**src/rtl/vga_frame_capture_if.sv**
```systemverilog
// Video-in / board-out bundle for vga_frame_capture.
// The video source drives sync and colour; the capture block returns the
// decoded board together with its status strobes.
interface vga_frame_capture_if #(
    parameter int BOARD_N = 64
);
    logic               hsync;
    logic               vsync;
    logic [1:0]         r;
    logic [1:0]         g;
    logic [1:0]         b;
    logic [BOARD_N-1:0] board;
    logic               frame_valid;
    logic               locked;
    logic               sync_err;

    // Video source: produces pixels, observes the captured board.
    modport master (
        output hsync, vsync, r, g, b,
        input  board, frame_valid, locked, sync_err
    );

    // Capture block: consumes pixels, produces the captured board.
    modport slave (
        input  hsync, vsync, r, g, b,
        output board, frame_valid, locked, sync_err
    );
endinterface

```
**src/rtl/vga_frame_capture.sv**
```systemverilog
// vga_frame_capture: locks onto a 640x480 VGA stream and samples the centre
// pixel of every cell of a BOARD_W x BOARD_H grid. A cell is alive when its
// centre pixel is black. The shadow copy is published to board once per
// eligible frame (locked for the whole frame up to line V_ACTIVE).
// Optional feature: define CAPTURE_DIFF_EN to publish (and pulse frame_valid)
// only when the new board differs from the one already published.
// Video timing is parameterised; the defaults are the 640x480 values.
module vga_frame_capture #(
    parameter int CELL_SIZE    = 24,
    parameter int BOARD_W      = 8,
    parameter int BOARD_H      = 8,
    parameter int H_ACTIVE     = 640,
    parameter int H_SYNC_START = 656,
    parameter int H_TOTAL      = 800,
    parameter int V_ACTIVE     = 480,
    parameter int V_SYNC_START = 490,
    parameter int V_TOTAL      = 525
) (
    input  logic               clk,
    input  logic               rst_n,
    vga_frame_capture_if.slave vid
);
    localparam int BOARD_N = BOARD_W * BOARD_H;
    localparam int HW      = $clog2(H_TOTAL);
    localparam int VW      = $clog2(V_TOTAL);
    localparam int X0      = (H_ACTIVE - CELL_SIZE * BOARD_W) / 2;
    localparam int Y0      = (V_ACTIVE - CELL_SIZE * BOARD_H) / 2;

    localparam logic [HW-1:0] H_LAST    = HW'(H_TOTAL - 1);
    localparam logic [HW-1:0] H_SYNC    = HW'(H_SYNC_START);
    localparam logic [VW-1:0] V_LAST    = VW'(V_TOTAL - 1);
    localparam logic [VW-1:0] V_SYNC    = VW'(V_SYNC_START);
    localparam logic [VW-1:0] V_CAPTURE = VW'(V_ACTIVE);

    typedef enum logic [1:0] {
        SEARCH,
        ACQUIRE,
        LOCKED
    } state_t;

    state_t             state;
    state_t             state_nx;
    logic               hs_q, vs_q, hs_p, vs_p;
    logic [1:0]         r_q, g_q, b_q;
    logic [HW-1:0]      hcnt, hcnt_free;
    logic [VW-1:0]      vcnt, vcnt_free;
    logic               h_fall, v_fall, mismatch;
    logic               align_h, align_v, sync_err;
    logic               eligible, capture, load, alive;
    logic [BOARD_W-1:0] col_hit;
    logic [BOARD_H-1:0] row_hit;
    logic [BOARD_N-1:0] shadow, board_q;
    logic               frame_valid_q;

    // Register the raw video once; hs_p/vs_p keep the previous registered sync for edge detection.
    always_ff @(posedge clk or negedge rst_n) begin
        // NOTE: every flop is written with <= so all registers sample the same pre-edge values.
        if (!rst_n) begin
            hs_q <= 1'b1;
            vs_q <= 1'b1;
            hs_p <= 1'b1;
            vs_p <= 1'b1;
            r_q  <= 2'b00;
            g_q  <= 2'b00;
            b_q  <= 2'b00;
        end else begin
            hs_q <= vid.hsync;
            vs_q <= vid.vsync;
            hs_p <= hs_q;
            vs_p <= vs_q;
            r_q  <= vid.r;
            g_q  <= vid.g;
            b_q  <= vid.b;
        end
    end

    assign h_fall = hs_p & ~hs_q;
    assign v_fall = vs_p & ~vs_q;

    // A simultaneous fall is never valid; otherwise each fall must land where the counters already are.
    assign mismatch = (h_fall & v_fall)
                    | (h_fall & (hcnt != H_SYNC))
                    | (v_fall & ((hcnt != '0) | (vcnt != V_SYNC)));

    // Free-running next raster position.
    always_comb begin
        // NOTE: defaults first, so every path assigns every output and no latch is inferred.
        hcnt_free = hcnt + 1'b1;
        vcnt_free = vcnt;
        if (hcnt == H_LAST) begin
            hcnt_free = '0;
            vcnt_free = (vcnt == V_LAST) ? '0 : vcnt + 1'b1;
        end
    end

    // Sync tracker next state: which counter realignment to apply and when to flag an error.
    always_comb begin
        state_nx = state;
        align_h  = 1'b0;
        align_v  = 1'b0;
        sync_err = 1'b0;
        unique case (state)
            SEARCH: begin
                if (v_fall && !h_fall) begin
                    align_v  = 1'b1;
                    state_nx = ACQUIRE;
                end
            end
            ACQUIRE: begin
                if (mismatch) begin
                    align_v = v_fall;
                    align_h = !v_fall;
                end else if (v_fall) begin
                    state_nx = LOCKED;
                end
            end
            LOCKED: begin
                if (mismatch) begin
                    sync_err = 1'b1;
                    state_nx = SEARCH;
                end
            end
            default: state_nx = SEARCH;
        endcase
    end

    // Tracker state register.
    always_ff @(posedge clk or negedge rst_n) begin
        if (!rst_n) state <= SEARCH;
        else        state <= state_nx;
    end

    // Raster counters; an alignment defines the current cycle, so the register takes the following position.
    always_ff @(posedge clk or negedge rst_n) begin
        if (!rst_n) begin
            hcnt <= '0;
            vcnt <= '0;
        end else if (align_v) begin
            hcnt <= HW'(1);
            vcnt <= V_SYNC;
        end else if (align_h) begin
            hcnt <= H_SYNC + 1'b1;
        end else begin
            hcnt <= hcnt_free;
            vcnt <= vcnt_free;
        end
    end

    // Cell-centre decode: one comparator per column and per row.
    always_comb begin
        for (int col = 0; col < BOARD_W; col++)
            col_hit[col] = (hcnt == HW'(X0 + CELL_SIZE * col + CELL_SIZE / 2));
        for (int row = 0; row < BOARD_H; row++)
            row_hit[row] = (vcnt == VW'(Y0 + CELL_SIZE * row + CELL_SIZE / 2));
    end

    assign alive = (r_q == 2'b00) && (g_q == 2'b00) && (b_q == 2'b00);

    // Shadow board: each cell is overwritten once per frame at its centre pixel.
    always_ff @(posedge clk or negedge rst_n) begin
        // NOTE: shadow is a flop bank rather than a RAM, so it is reset and a reset always restarts from an all-dead board.
        if (!rst_n) begin
            shadow <= '0;
        end else begin
            for (int row = 0; row < BOARD_H; row++)
                for (int col = 0; col < BOARD_W; col++)
                    if (row_hit[row] && col_hit[col])
                        shadow[row * BOARD_W + col] <= alive;
        end
    end

    // Frame eligibility: armed at the frame origin while locked, cleared by any loss of lock.
    always_ff @(posedge clk or negedge rst_n) begin
        if (!rst_n)                           eligible <= 1'b0;
        else if (state != LOCKED || mismatch) eligible <= 1'b0;
        else if (hcnt == '0 && vcnt == '0)    eligible <= 1'b1;
    end

    assign capture = eligible && (state == LOCKED) && !mismatch
                  && (hcnt == '0) && (vcnt == V_CAPTURE);

`ifdef CAPTURE_DIFF_EN
    assign load = capture && (shadow != board_q);
`else
    assign load = capture;
`endif

    // Publish the shadow; frame_valid rises together with the new board.
    always_ff @(posedge clk or negedge rst_n) begin
        if (!rst_n) begin
            board_q       <= '0;
            frame_valid_q <= 1'b0;
        end else begin
            frame_valid_q <= load;
            if (load) board_q <= shadow;
        end
    end

    assign vid.board       = board_q;
    assign vid.frame_valid = frame_valid_q;
    assign vid.locked      = (state == LOCKED);
    assign vid.sync_err    = sync_err;
endmodule

```
**src/flat_wrapper.sv**
```systemverilog
// flat-port wrapper written by rule: the top's interface ports become plain ports
module vga_frame_capture_flat 
#(
    parameter int CELL_SIZE    = 24,
    parameter int BOARD_W      = 8,
    parameter int BOARD_H      = 8,
    parameter int H_ACTIVE     = 640,
    parameter int H_SYNC_START = 656,
    parameter int H_TOTAL      = 800,
    parameter int V_ACTIVE     = 480,
    parameter int V_SYNC_START = 490,
    parameter int V_TOTAL      = 525
)
  (clk, rst_n, vid_hsync, vid_vsync, vid_r, vid_g, vid_b, vid_board, vid_frame_valid, vid_locked, vid_sync_err);
  vga_frame_capture_if #(.BOARD_N((8) * (8))) vid_i ();
  input  logic clk;
  input  logic rst_n;
  input wire logic [$bits(vid_i.hsync)-1:0] vid_hsync;
  input wire logic [$bits(vid_i.vsync)-1:0] vid_vsync;
  input wire logic [$bits(vid_i.r)-1:0] vid_r;
  input wire logic [$bits(vid_i.g)-1:0] vid_g;
  input wire logic [$bits(vid_i.b)-1:0] vid_b;
  output wire logic [$bits(vid_i.board)-1:0] vid_board;
  output wire logic [$bits(vid_i.frame_valid)-1:0] vid_frame_valid;
  output wire logic [$bits(vid_i.locked)-1:0] vid_locked;
  output wire logic [$bits(vid_i.sync_err)-1:0] vid_sync_err;
  assign vid_i.hsync = vid_hsync;
  assign vid_i.vsync = vid_vsync;
  assign vid_i.r = vid_r;
  assign vid_i.g = vid_g;
  assign vid_i.b = vid_b;
  assign vid_board = vid_i.board;
  assign vid_frame_valid = vid_i.frame_valid;
  assign vid_locked = vid_i.locked;
  assign vid_sync_err = vid_i.sync_err;
  vga_frame_capture #(.CELL_SIZE(CELL_SIZE), .BOARD_W(BOARD_W), .BOARD_H(BOARD_H), .H_ACTIVE(H_ACTIVE), .H_SYNC_START(H_SYNC_START), .H_TOTAL(H_TOTAL), .V_ACTIVE(V_ACTIVE), .V_SYNC_START(V_SYNC_START), .V_TOTAL(V_TOTAL)) u_core (.clk(clk), .rst_n(rst_n), .vid(vid_i));
endmodule
```
**config.mk**
```make
export PLATFORM = sky130hd
export DESIGN_NAME = vga_frame_capture_flat
export DESIGN_NICKNAME = d
export VERILOG_FILES = /design/src/rtl/vga_frame_capture_if.sv /design/src/rtl/vga_frame_capture.sv /design/src/flat_wrapper.sv
export SDC_FILE = /design/constraint.sdc
export NUM_CORES = 1
export LEC_CHECK = 0
export CORE_MARGIN = 8
export CORE_UTILIZATION = 51
export CTS_CLUSTER_SIZE = 12
export DETAILED_ROUTE_END_ITERATION = 7
export HOLD_SLACK_MARGIN = 0.12
export PLACE_DENSITY = 0.76
export SLEW_MARGIN = 25
export SYNTH_ARGS = -nofsm -noshare
export SYNTH_HDL_FRONTEND = slang
export SYNTH_SLANG_ARGS = --single-unit
```
**constraint.sdc**
```tcl
create_clock -name clk -period 2.45 [get_ports clk]
set_clock_uncertainty 0.15 [all_clocks]
set_input_delay 0.3675 -clock clk [delete_from_list [all_inputs] [get_ports clk]]
set_output_delay 0.3675 -clock clk [all_outputs]
set_load 0.03 [all_outputs]
```
==> flow_summary.toml, run 1 <==
[worst_setup_path]
timing.critical_path.cells = "inv_2, ha_4, nor3b_4, nand4_1, buf_4, a21oi_4, a31oi_4, and2_4, buf_6"
crit_fanout = 3
crit_slowest_cell = "sky130_fd_sc_hd__dfrtp_1"
max_stage_delay_ps = 390
data_required_time_of_the_critical_path_ps = 1930
critical_path_arrival_ps = 2080
kind_of_critical_path = "reg2out"
critPathLaunchType = "flip-flop"
crit_path_end_kind = "output pin"

[sta]
period_share_pct = 106.1
slew_headroom_pct = 64.88
timing_worst_slew_pin_value_ps = 519.4
final.min_clock_period_ps = 2600
finalWorstSetupSlack_ps = -149.6
fmaxAchievable_mhz = 384.7
timing_max_transition_violations_final = 0
grt_setup_unrepaired = "true"
timing.final.hold_violations = 0
fin_hold_ws_ps = 200.5
finalSetupViolCount = 75

[layout]
final_common_cell = "sky130_fd_sc_hd__dfrtp_1"
final_cell_mix = "sky130_fd_sc_hd__dfrtp_1, sky130_fd_sc_hd__clkdlybuf4s50_1, sky130_fd_sc_hd__buf_4"
layoutNonFillerInstCount = 911
area_growth_pct = 35.68
design.final.nets = 733
insertedDiodeCount = 0
fill_cells = 953
final_layout_size_suffix_gt1_share_pct = 36.11

[yosys]
dominant_cell_type_by_area_after_synthesis = "sky130_fd_sc_hd__dfrtp_1"
synth.cell_area_um2 = 7084
sequential_area_share_after_synthesis_pct = 57.29
ys.flop_type = "sky130_fd_sc_hd__dfrtp_1"
syn-mean-instance-area_um2 = 12.41
ys_async_sr_fraction_pct = 100.0
synth_top_cells_by_area = "sky130_fd_sc_hd__dfrtp_1, sky130_fd_sc_hd__mux2_2, sky130_fd_sc_hd__mux2_1"
yosys_warnings = 0
edff_count_synth = 0
postSynthNetCount = 586
number_of_synthesized_register_bits = 162
synthDistinctLibCells = 48
netlist_instances = 571
synth.top_cell.area_share_pct = 55.81

[place]
dp_slack_ps = -53.46
dpl.cell_count = 851
io_buffer_count = 76
gp_routability_congestion = 0.8241
detailedPlacementHpwl_um = 11290

[floorplanning]
fp-row-count = 43
core_region_area_um2 = 13720
io-pin-count = 77
floorplan.die.width_um = 133.9
dieArea_um2 = 17920
die_h_um = 133.9
starting_density_of_the_core_pct = 51.64

[drt]
route.vias.total = 5181
avgViaCountPerCell = 5.687
drt-initial-drc-count = 293
wl_per_cell_um = 19.98
drc_errors = 0
routed_antenna_nets = 0
detailedRoute.firstPassIterationCount = 6
drt_total_wl_um = 18210

[worst_hold_path]
worst_hold_path_type = "in2reg"

[grt]
global_route.usage.total_pct = 19.38
number_of_antenna_violations_at_the_first_check_in_global_routing = 0
overflow = 0
first_pass_grt_wire_length_um = 27720
pin_count_of_the_biggest_net_entering_global_routing = 65
first_global_vias = 5207

[cts]
max-clock-path-buffers = 2
numCtsBuffers = 17
cts.sinks = 162
cts_max_level = 4
clk_pin_slew_worst_paths_ps = 60
cts_root_buf = "sky130_fd_sc_hd__clkbuf_16"
clk_latency_ps = 430
cts_tree = "yes"

[power]
power.total_mw = 6.566
max-vdd-ir-drop_mv = 0.4897
leakage_nw = 4.385
pwr_density_cell_nw_per_um2 = 683.1

[outcome]
status = "complete, but fails checks"
violated_checks = "negative setup slack"

[job]
max_cap_violations = 0
## power breakdown
part	switching [mW]	internal (mW)
logic	0.465	0.428
clock network	1.08	1.70
registers	0.128	2.77
total	1.67	4.89
## flip-flops by register name, indices dropped and copies added (netlist names), 2 cells and up
name              flops
u_core.shadow        64
u_core.vid.board     64
u_core.hcnt          10
u_core.vcnt          10
u_core.b_q            2
u_core.g_q            2
u_core.r_q            2
u_core.state          2
## synth_stat cells (all sizes together) (2+ instances only)
library cell  instances
or4                   3
a21oi                 5
a31oi                 4
or3                   2
nor4                 11
xnor2                 3
a211oi                3
ha                    5
nand4                10
o31ai                 3
and3                  6
nor3                 11
mux2                128
dfrtp               158
nor2                 54
nand2                44
nand4b                3
dfstp                 4
buf                  13
a21o                  2
nor3b                 4
xor2                  5
and4                  2
nand3                15
o21ai                16
inv                   6
nand2b                5
or2                   2
nor4b                 6
nor2b                11
clkbuf               18
and2                  2
## logic make-up after synthesis
| family | Yosys count | synth area share [%] |
|---|---|---|
| xor+xnor | 8 | 0.9891 |
| fa+ha+maj | 5 | 0.8831 |
| mux | 128 | 20.35 |
| compound gates | 36 | 3.232 |
| buf+inv | 37 | 2.755 |
| flops | 162 | 57.29 |
| simple gates | 195 | 14.50 |
## critical path: cells and delay by family (launching register included)
family / cells / cell delay, ps
flops: 1 / 390
buf+inv: 3 / 400
fa+ha+maj: 1 / 140
simple gates: 3 / 510
compound gates: 2 / 210
## metrics by stage
step | util, % | TNS, ps | area [um2]
after floorplan | - | -338.0 | 7094
after global placement | 61.04 | 0 | 8374
final | 70.06 | -6525 | 9612
after CTS | 66.87 | -89.89 | 9174
after global routing | 70.06 | -11970 | 9612
after detailed placement | 61.04 | -1318 | 8374
## final cells by class
cell class	count	area [um2]	share of cell area (%)
clock buffers	22	474.2	4.934
well taps	180	225.2	2.343
multi-input cells	372	3122	32.48
clock inverters	10	146.4	1.523
flip-flops and latches	162	4061	42.25
repair buffers	159	1560	16.23
inverters	6	22.52	0.2343
## timing repair
item	CTS	global route
buffers inserted	9	10
hold buffers	1	0
pin swaps	4	5
endpoints found under the hold margin	51	0
resized for setup	18	66
endpoints found under the setup margin	52	111
cloned	1	7
## per-layer routing
layer,vias to the layer above,routed length (um),track usage [%]
li1,2304,-,-
met1,2635,7453,23.99
met2,193,9117,32.76
met3,49,1025,3.852
met4,0,610,7.548
met5,-,0,0
## worst paths after layout
path / cells after the start / from / slack [ps] / end
max reg2reg: 11 / u_core.hcnt[0] / -140 / u_core.vid.board[49]
min: 1 / vid_hsync / 200 / u_core.hs_q
max: 9 / u_core.hcnt[0] / -150 / vid_sync_err
max in group asynchronous: 3 / rst_n / 1160 / u_core.vid.board[7]
min in group asynchronous: 2 / rst_n / 310 / u_core.shadow[51]
min reg2reg: 0 / u_core.hs_q / 220 / u_core.hs_p
Note: power is estimated with default switching activity, not from simulation.
==> run 2, diff against run 1 <==
Settings changed: RECOVER_POWER from default to 25.
==> run 2 against run 1 <==
The run still ends with negative setup slack left. Maximum frequency barely moved. Combinational power is essentially flat. Via count is essentially flat. Global-route usage is the same. Count of clock-buffer cells in the layout stayed put. Register-to-register slack hardly changed. Flip-flop and latch count unchanged. Worst setup slack lost 1.8 ps. Hold slack better by 29 ps. Die area stayed put.
==> flow_summary.toml, run 2 (synthesized netlist as in run 1, its figures left out) <==
[layout]
insertedDiodeCount = 0
design.final.nets = 733
final_common_cell = "sky130_fd_sc_hd__dfrtp_1"
multi_input_gate_area_in_the_final_layout_um2 = 3122
layout.core_utilization_pct = 70.00
layout.cell_area.non_filler_um2 = 9603
regArea_um2 = 4061
fill_cells = 954
final_cell_mix = "sky130_fd_sc_hd__dfrtp_1, sky130_fd_sc_hd__buf_4, sky130_fd_sc_hd__mux2_2, sky130_fd_sc_hd__clkdlybuf4s50_1, sky130_fd_sc_hd__nor2_1"
area_growth_pct = 35.55
final_layout_size_suffix_gt1_share_pct = 35.84

[power]
switchingPower_mw = 1.675
clkPwrFrac_pct = 42.4
p_comb_share_pct = 13.6
max-vdd-ir-drop_mv = 0.4898
leakage_nw = 4.383
switching_share_pct = 25.53
pwr_density_cell_nw_per_um2 = 683.4
seq_power_share_pct = 44.1
power.total_mw = 6.563
power_internal_mw = 4.887

[worst_setup_path]
data_required_time_of_the_critical_path_ps = 1930
timing.critical_path.cells = "inv_2, ha_4, nor3b_4, nand4_1, buf_4, a21oi_4, a31oi_4, and2_4, buf_6"
worst_r2r_setup_slack_ps = -140
max_stage_delay_ps = 390
critical_path_arrival_ps = 2080
r2r.worst_path.cells = 11
crit_slowest_cell = "sky130_fd_sc_hd__dfrtp_1"
critical_path.reg2reg.endpoint = "u_core.vid.board[49]"
crit_path_end_kind = "output pin"
critPathLaunchType = "flip-flop"
critPathTopFamily = "simple AND/OR/NAND/NOR gates"
kind_of_critical_path = "reg2out"
crit_fanout = 3
timing.critical_path.buf_inv = 3
worstReg2RegStart = "u_core.hcnt[0]"

[floorplanning]
fp-row-count = 43
starting_density_of_the_core_pct = 51.64
die_h_um = 133.9
core_region_area_um2 = 13720
floorplan.die.width_um = 133.9
io-pin-count = 77
dieArea_um2 = 17920

[cts]
numCtsBuffers = 17
cts_tree = "yes"
clk_latency_ps = 430
max-clock-path-buffers = 2
cts_max_level = 4
cts.sinks = 162
clk_pin_slew_worst_paths_ps = 60
cts_root_buf = "sky130_fd_sc_hd__clkbuf_16"

[worst_hold_path]
min_path_cells = 0
timing.hold.worst_endpoint = "u_core.hs_p"
worst_hold_path_type = "reg2reg"
holdCritStartpoint = "u_core.hs_q"

[place]
placed_cell_area_um2 = 8374
io_buffer_count = 76
gp_routability_congestion = 0.8241
detailedPlacementHpwl_um = 11290

[grt]
first_pass_grt_wire_length_um = 27720
pin_count_of_the_biggest_net_entering_global_routing = 65
overflow = 0
global_route.usage.total_pct = 19.38
number_of_antenna_violations_at_the_first_check_in_global_routing = 0
first_global_vias = 5207

[job]
max_cap_violations = 0

[sta]
fin_hold_ws_ps = 229.3
fin_setup_tns_ps = -6470
fmaxAchievable_mhz = 384.4
timing.final.hold_violations = 0
finalWorstSetupSlack_ps = -151.5
timing_worst_slew_pin_value_ps = 1402
finalSetupViolCount = 74
timing_max_transition_violations_final = 0
period_share_pct = 106.2
final.min_clock_period_ps = 2601
slew_headroom_pct = 6.562
grt_setup_unrepaired = "true"

[drt]
wl_per_cell_um = 19.99
drt_total_wl_um = 18210
routed_antenna_nets = 0
route.vias.total = 5182
drt-initial-drc-count = 294
detailedRoute.firstPassIterationCount = 5
avgViaCountPerCell = 5.688
drc_errors = 0

[outcome]
status = "complete, but fails checks"
violated_checks = "negative setup slack"
==> run 2: repair_timing <==
action,in CTS,in global routing
setup buffers,9,10
cloned,1,7
hold endpoints to repair,51,0
pin swaps,4,5
hold buffers,1,0
endpoints found under the setup margin,52,111
gates resized for setup,18,66
==> run 2: worst max path at each step <==
| stage | from | endpoint | slack (ps) | depth (start not counted) |
|---|---|---|---|---|
| after CTS | u_core.hcnt[0] | vid_sync_err | -90 | 9 |
| after global routing | u_core.hcnt[0] | u_core.vid.board[4] | -220 | 11 |
| after floorplan | u_core.hcnt[0] | u_core.vid.board[0] | -6 | 9 |
| final | u_core.hcnt[0] | vid_sync_err | -150 | 9 |
| after global placement | u_core.hcnt[1] | u_core.shadow[13] | 20 | 7 |
| after detailed placement | u_core.hcnt[1] | u_core.shadow[13] | -50 | 7 |
==> run 2: metal layers <==
metal / routed length (um) / part of all wire (%) / GRT usage (%)
met2: 9124 / 50 / 32.76
met5: 0 / 0 / 0
met3: 1003 / 5.5 / 3.852
met1: 7500 / 41 / 23.99
met4: 580 / 3.2 / 7.548
==> run 2: stage by stage <==
stage / cells / setup WS, ps
floorplan: 571 / -5.634
global placement: 851 / 21.23
detailed placement: 851 / -53.46
CTS: 894 / -87.40
global route: 911 / -218.9
finish: 911 / -151.5
==> run 2: power by group through the flow <==
stage / Sequential, mW / Clock [mW] / Combinational (mW)
floorplan: 2.87 / 0 / 0.420
global placement: 2.91 / 0 / 0.665
detailed placement: 2.92 / 0 / 0.686
CTS: 2.88 / 2.80 / 0.790
global route: 2.91 / 2.93 / 0.959
finish: 2.89 / 2.78 / 0.890
==> run 2: final cells by class <==
| class | count | area share (%) |
|---|---|---|
| Sequential cell | 162 | 42.29 |
| Tap cell | 180 | 2.345 |
| Inverter | 6 | 0.2345 |
| Timing Repair Buffer | 159 | 16.16 |
| Multi-Input combinational cell | 372 | 32.51 |
| Clock inverter | 10 | 1.524 |
| Clock buffer | 22 | 4.938 |
